--- src/rtl/p2s_arbiter.sv ---
// Round-robin arbiter that shares one parallel-to-serial serializer among N
// byte requesters, with a watchdog that aborts a transfer lacking serial_end.
module p2s_arbiter #(
  parameter int N       = 4,
  parameter int W       = 8,
  parameter int TIMEOUT = 32
) (
  input  logic                 clk,
  input  logic                 reset,
  input  logic [N-1:0]         req,
  input  logic [N*W-1:0]       data,
  output logic [N-1:0]         ack,
  output logic                 err,
  output logic                 busy,
  output logic [$clog2(N)-1:0] cur_id,
  output logic [W-1:0]         p2s_a,
  output logic                 p2s_begin,
  input  logic                 p2s_serial_end
);
  localparam int IDW = $clog2(N);
  localparam int TW  = $clog2(TIMEOUT) + 1;

  typedef enum logic [1:0] {IDLE, LOAD, WAIT, DONE} state_t;

  state_t         state, state_n;
  logic [IDW-1:0] ptr, ptr_n;
  logic [TW-1:0]  timer, timer_n;
  logic [IDW-1:0] cur_id_n, win;
  logic [W-1:0]   p2s_a_n;
  logic [N-1:0]   ack_n;
  logic           err_n, begin_n, busy_n;

  // First set request at or after ptr, wrapping mod N.
  always_comb begin
    win = '0;
    for (int k = N - 1; k >= 0; k--) begin
      int j;
      j = int'(ptr) + k;
      if (j >= N) j = j - N;
      if (req[j]) win = IDW'(j);
    end
  end

  always_comb begin
    state_n  = state;
    ptr_n    = ptr;
    timer_n  = timer;
    cur_id_n = cur_id;
    p2s_a_n  = p2s_a;
    ack_n    = '0;
    err_n    = 1'b0;
    begin_n  = 1'b0;
    case (state)
      IDLE: if (|req) begin
        state_n  = LOAD;
        cur_id_n = win;
        p2s_a_n  = data[win*W +: W];
        begin_n  = 1'b1;
      end
      LOAD: begin
        state_n = WAIT;
        timer_n = '0;
      end
      WAIT: begin
        timer_n = timer + 1'b1;
        // serial_end wins over a simultaneous watchdog expiry
        if (p2s_serial_end || timer == TW'(TIMEOUT - 1)) begin
          state_n         = DONE;
          ack_n[cur_id]   = 1'b1;
          err_n           = ~p2s_serial_end;
        end
      end
      DONE: begin
        state_n = IDLE;
        ptr_n   = (cur_id == IDW'(N - 1)) ? '0 : cur_id + 1'b1;
      end
      default: state_n = IDLE;
    endcase
    busy_n = (state_n != IDLE);
  end

  always_ff @(posedge clk) begin
    if (reset) begin
      state     <= IDLE;
      ptr       <= '0;
      timer     <= '0;
      cur_id    <= '0;
      p2s_a     <= '0;
      p2s_begin <= 1'b0;
      ack       <= '0;
      err       <= 1'b0;
      busy      <= 1'b0;
    end else begin
      state     <= state_n;
      ptr       <= ptr_n;
      timer     <= timer_n;
      cur_id    <= cur_id_n;
      p2s_a     <= p2s_a_n;
      p2s_begin <= begin_n;
      ack       <= ack_n;
      err       <= err_n;
      busy      <= busy_n;
    end
  end
endmodule

--- config.mk ---
export PLATFORM = sky130hd
export DESIGN_NAME = p2s_arbiter
export DESIGN_NICKNAME = d
export VERILOG_FILES = /design/src/rtl/p2s_arbiter.sv
export SDC_FILE = /design/constraint.sdc
export NUM_CORES = 1
export LEC_CHECK = 0
export ABC_AREA = 1
export ABC_CLOCK_PERIOD_IN_PS = 1500
export BUFFER_PORTS_ARGS = -buffer_cell sky130_fd_sc_hd__buf_2
export CAP_MARGIN = 20
export CORE_AREA = 2 2 65 67
export CTS_CLUSTER_SIZE = 28
export DETAILED_ROUTE_END_ITERATION = 16
export DIE_AREA = 0 0 67 69
export MAX_ROUTING_LAYER = met4
export PLACE_DENSITY = 0.74
export SYNTH_ARGS = -nofsm -noshare
export SYNTH_HDL_FRONTEND = slang
export SYNTH_SLANG_ARGS = --single-unit
--- constraint.sdc ---
create_clock -name clk -period 1.5 [get_ports clk]
set_input_delay 0 -clock clk [delete_from_list [all_inputs] [get_ports clk]]
set_output_delay 0 -clock clk [all_outputs]
set_load 0.01 [all_outputs]
==> flow_summary.ini <==
[synth]
main_flop_type_after_synthesis = sky130_fd_sc_hd__dfxtp_1
count_of_flip_flops_with_a_built_in_enable_after_synthesis = 0
synthesis.nets = 323
mappedNetlistArea_mm2 = 0.001742
synthDistinctLibCells = 28
post_synth.cell_area_avg_um2 = 6.333
synth_top_area_share_pct = 31.03
asyncSetResetFlopFracSynth_pct = 0
postSynthCellCount = 275
synthesized_flop_and_latch_total = 27
post-synth-top-area-cell = sky130_fd_sc_hd__dfxtp_1
ys_warn_count = 0
synth_sequential_area_ratio_pct = 31.03
synth.top_cells.by_area = sky130_fd_sc_hd__dfxtp_1 (31%), sky130_fd_sc_hd__inv_1 (14%), sky130_fd_sc_hd__nand3_1 (14%), sky130_fd_sc_hd__nand2_1 (10%), sky130_fd_sc_hd__nor2_1 (6.9%)

[grt]
number_of_global_route_vias_before_repair = 1755
grt_max_degree = 19
grt_pass1_wl_um = 7362
groute.usage.overall_pct = 20.03
grt_antenna_before_repair = 0
grt_remaining_overflow = 0

[die]
fp-row-count = 23
coreArea_mm2 = 0.003914
die_area_mm2 = 0.004623
die_outline_height_um = 69
start_util_pct = 44.50
die_x_um = 67
io-pin-count = 56

[critical_path]
worstPathCellList = buf_6 > nand2_1 > nand3_2 > nand2_2 > nand3_4 > nand3_4 > clkbuf_16 > nand3_2 > nand3_2 > nand3_2 > nand2_2 > inv_2
worst-path-max-fanout = 8
critical_path.startpoint = ptr[0]$_SDFFE_PP0N_
worst_r2r_endpoint = p2s_a[2]$_SDFFE_PP0P_
critical_path_class = reg2reg
critical_path_depth = 12
crit_path_start_kind = register
cp-endpoint = p2s_a[2]$_SDFFE_PP0P_
critical_path_buf_inv_count = 3
crit_family = simple AND/OR/NAND/NOR gates
critPathRequiredTime_ns = 1.67
end_kind = register
path_common_cell = sky130_fd_sc_hd__nand3_2
regToRegStartpoint = ptr[0]$_SDFFE_PP0N_
critical-path-slowest-cell = sky130_fd_sc_hd__dfxtp_4
reg2regPathDepth = 12
critPathArrivalTime_ns = 1.88
slowest_delay_ns = 0.39
timing.reg2reg.setup_slack_ns = -0.21

[timing]
timing.final.max_slew_violations = 0
maxClockFrequency_mhz = 585.8
worst_clock_skew_ns = 0.005452
max_slew.worst_pin.slew_ns = 0.2601
max-slew-margin-rel_pct = 82.60
min_period_over_period_pct = 113.8
minimum_clock_period_after_layout_ns = 1.707
finalSetupViolCount = 9
worst_slack_ns = -0.2071
hold_fails_final_rpt = 0
grt_setup_unrepaired = true

[detailed_routing]
drt-pass1-iter-count = 4
drt_iter0_markers = 98
route.final.wire_length_um = 5066
dr_vias = 2013
via_per_inst = 5.058
ant_nets = 0
drc = 0
wl_per_cell_um = 12.73

[clocking]
clock_path_buffers = 2
clkSinkCount = 27
clk-insertion-delay-late_ns = 0.26
tritoncts = yes
htree_num_levels = 1
clock_tree.root_cell = sky130_fd_sc_hd__clkbuf_8
cts.reportedPaths.clkPinSlew_ns = 0.09
cts_inserted_buffers = 3

[final_layout]
area.growth.synth_to_final_pct = 50.58
layout_common_cells = sky130_fd_sc_hd__inv_1 (58), sky130_fd_sc_hd__buf_2 (55), sky130_fd_sc_hd__nand2_1 (38)
layout.cells.most_common = sky130_fd_sc_hd__inv_1
design.final.nets = 397
layout-drive-gt1-share_pct = 42.24
post-route-util_pct = 67.01
antenna_cells = 0

[power_and_ir_drop]
ir_drop_v = 0.0008816
finalPower_w = 0.002895
pwr_density_cell_mw_per_mm2 = 1104
cellLeakagePower_nw = 1.464

[hold_path]
timing.hold.worst.class = in2reg
hold_start = reset

[status]
failed_checks = setup timing
outcome = finished with violations

[place]
dp_hpwl_um = 3073
buffer_ports.inserted = 55
routabilityCongestion = 0.8997

[flow_run]
cap_viol_max_count = 0
## cell usage after synthesis, drive strengths merged, types with 2 or more instances
cell    instances
a21oi          10
buf             5
clkbuf          2
dfxtp          27
ha              9
inv            67
nand2          52
nand3          49
nor2           32
nor3            7
o21ai           8
## stage by stage
| step | TNS (ns) | cell area (um^2) | hold WS, ns | std cells | setup slack (ns) |
|---|---|---|---|---|---|
| after floorplan | 0 | 1744 | 0.1498 | 275 | 0.007104 |
| after global placement | -0.9710 | 2152 | 0.2631 | 387 | -0.1333 |
| after detailed placement | -1.313 | 2152 | 0.2641 | 387 | -0.1783 |
| after CTS | -0.6715 | 2396 | 0.07043 | 395 | -0.09915 |
| after global routing | -2.027 | 2623 | 0.09486 | 398 | -0.2606 |
| final | -1.286 | 2623 | 0.06902 | 398 | -0.2071 |
## routing by layer
metal | GRT usage [%] | up-vias | part of all wire, %
met5 | - | - | 0
met4 | 1.361 | 0 | 2.3
met3 | 3.915 | 16 | 7.1
met2 | 33.99 | 84 | 51
met1 | 25.53 | 926 | 39
li1 | - | 987 | -
## state kept, by name, indices dropped and copies added (netlist names)
| signal | count |
|---|---|
| p2s_a | 8 |
| timer | 6 |
| ack | 4 |
| cur_id | 2 |
| ptr | 2 |
| state | 2 |
| busy | 1 |
| err | 1 |
| p2s_begin | 1 |
## repair_timing
action                                 4_1_cts  5_1_grt
setup endpoints to repair                    9       13
endpoints found under the hold margin        1        0
gates resized for setup                     36       44
setup buffers                                2        1
gates cloned                                 1        2
hold buffers                                 1        0
pin swaps                                   29       14
## power breakdown
group | internal (W) | switching, W | total [W]
logic | 0.000664 | 0.000902 | 0.00157
registers | 0.000843 | 0.0000862 | 0.000929
clock network | 0.000190 | 0.000211 | 0.000400
total | 0.00170 | 0.00120 | 0.00289
## area by class of cell
type                    instances  area [um^2]
flip-flops and latches         27        550.5
multi-input cells             174         1209
clock buffers                   4        45.04
repair buffers                 75        498.0
well taps                      50        62.56
fillers                       344         1291
inverters                      68        257.7
## worst min path at each step
stage	to	slack, ns	cells past startpoint
global route	timer[0]$_SDFFE_PP0P_	0.09	4
floorplan	err$_SDFF_PP0_	0.15	2
global placement	err$_SDFF_PP0_	0.26	3
CTS	timer[0]$_SDFFE_PP0P_	0.07	4
finish	timer[0]$_SDFFE_PP0P_	0.07	4
detailed placement	err$_SDFF_PP0_	0.26	3
## kinds of logic after synthesis
family,synth area share [%]
AND/OR/NAND/NOR,38.15
flip-flops,31.03
buffers and inverters,17.39
AO/OA/AOI/OAI,6.969
adder cells (fa/ha/maj),6.466
## worst reg2reg max path, cell delays in order (launching register included)
cell	delay, ns
sky130_fd_sc_hd__dfxtp_4	0.39
sky130_fd_sc_hd__buf_6	0.14
sky130_fd_sc_hd__nand2_1	0.08
sky130_fd_sc_hd__nand3_2	0.07
sky130_fd_sc_hd__nand2_2	0.08
sky130_fd_sc_hd__nand3_4	0.10
sky130_fd_sc_hd__nand3_4	0.16
sky130_fd_sc_hd__clkbuf_16	0.21
sky130_fd_sc_hd__nand3_2	0.11
sky130_fd_sc_hd__nand3_2	0.09
sky130_fd_sc_hd__nand3_2	0.08
sky130_fd_sc_hd__nand2_2	0.08
sky130_fd_sc_hd__inv_2	0.03
Power figures use the tool's default switching activity.
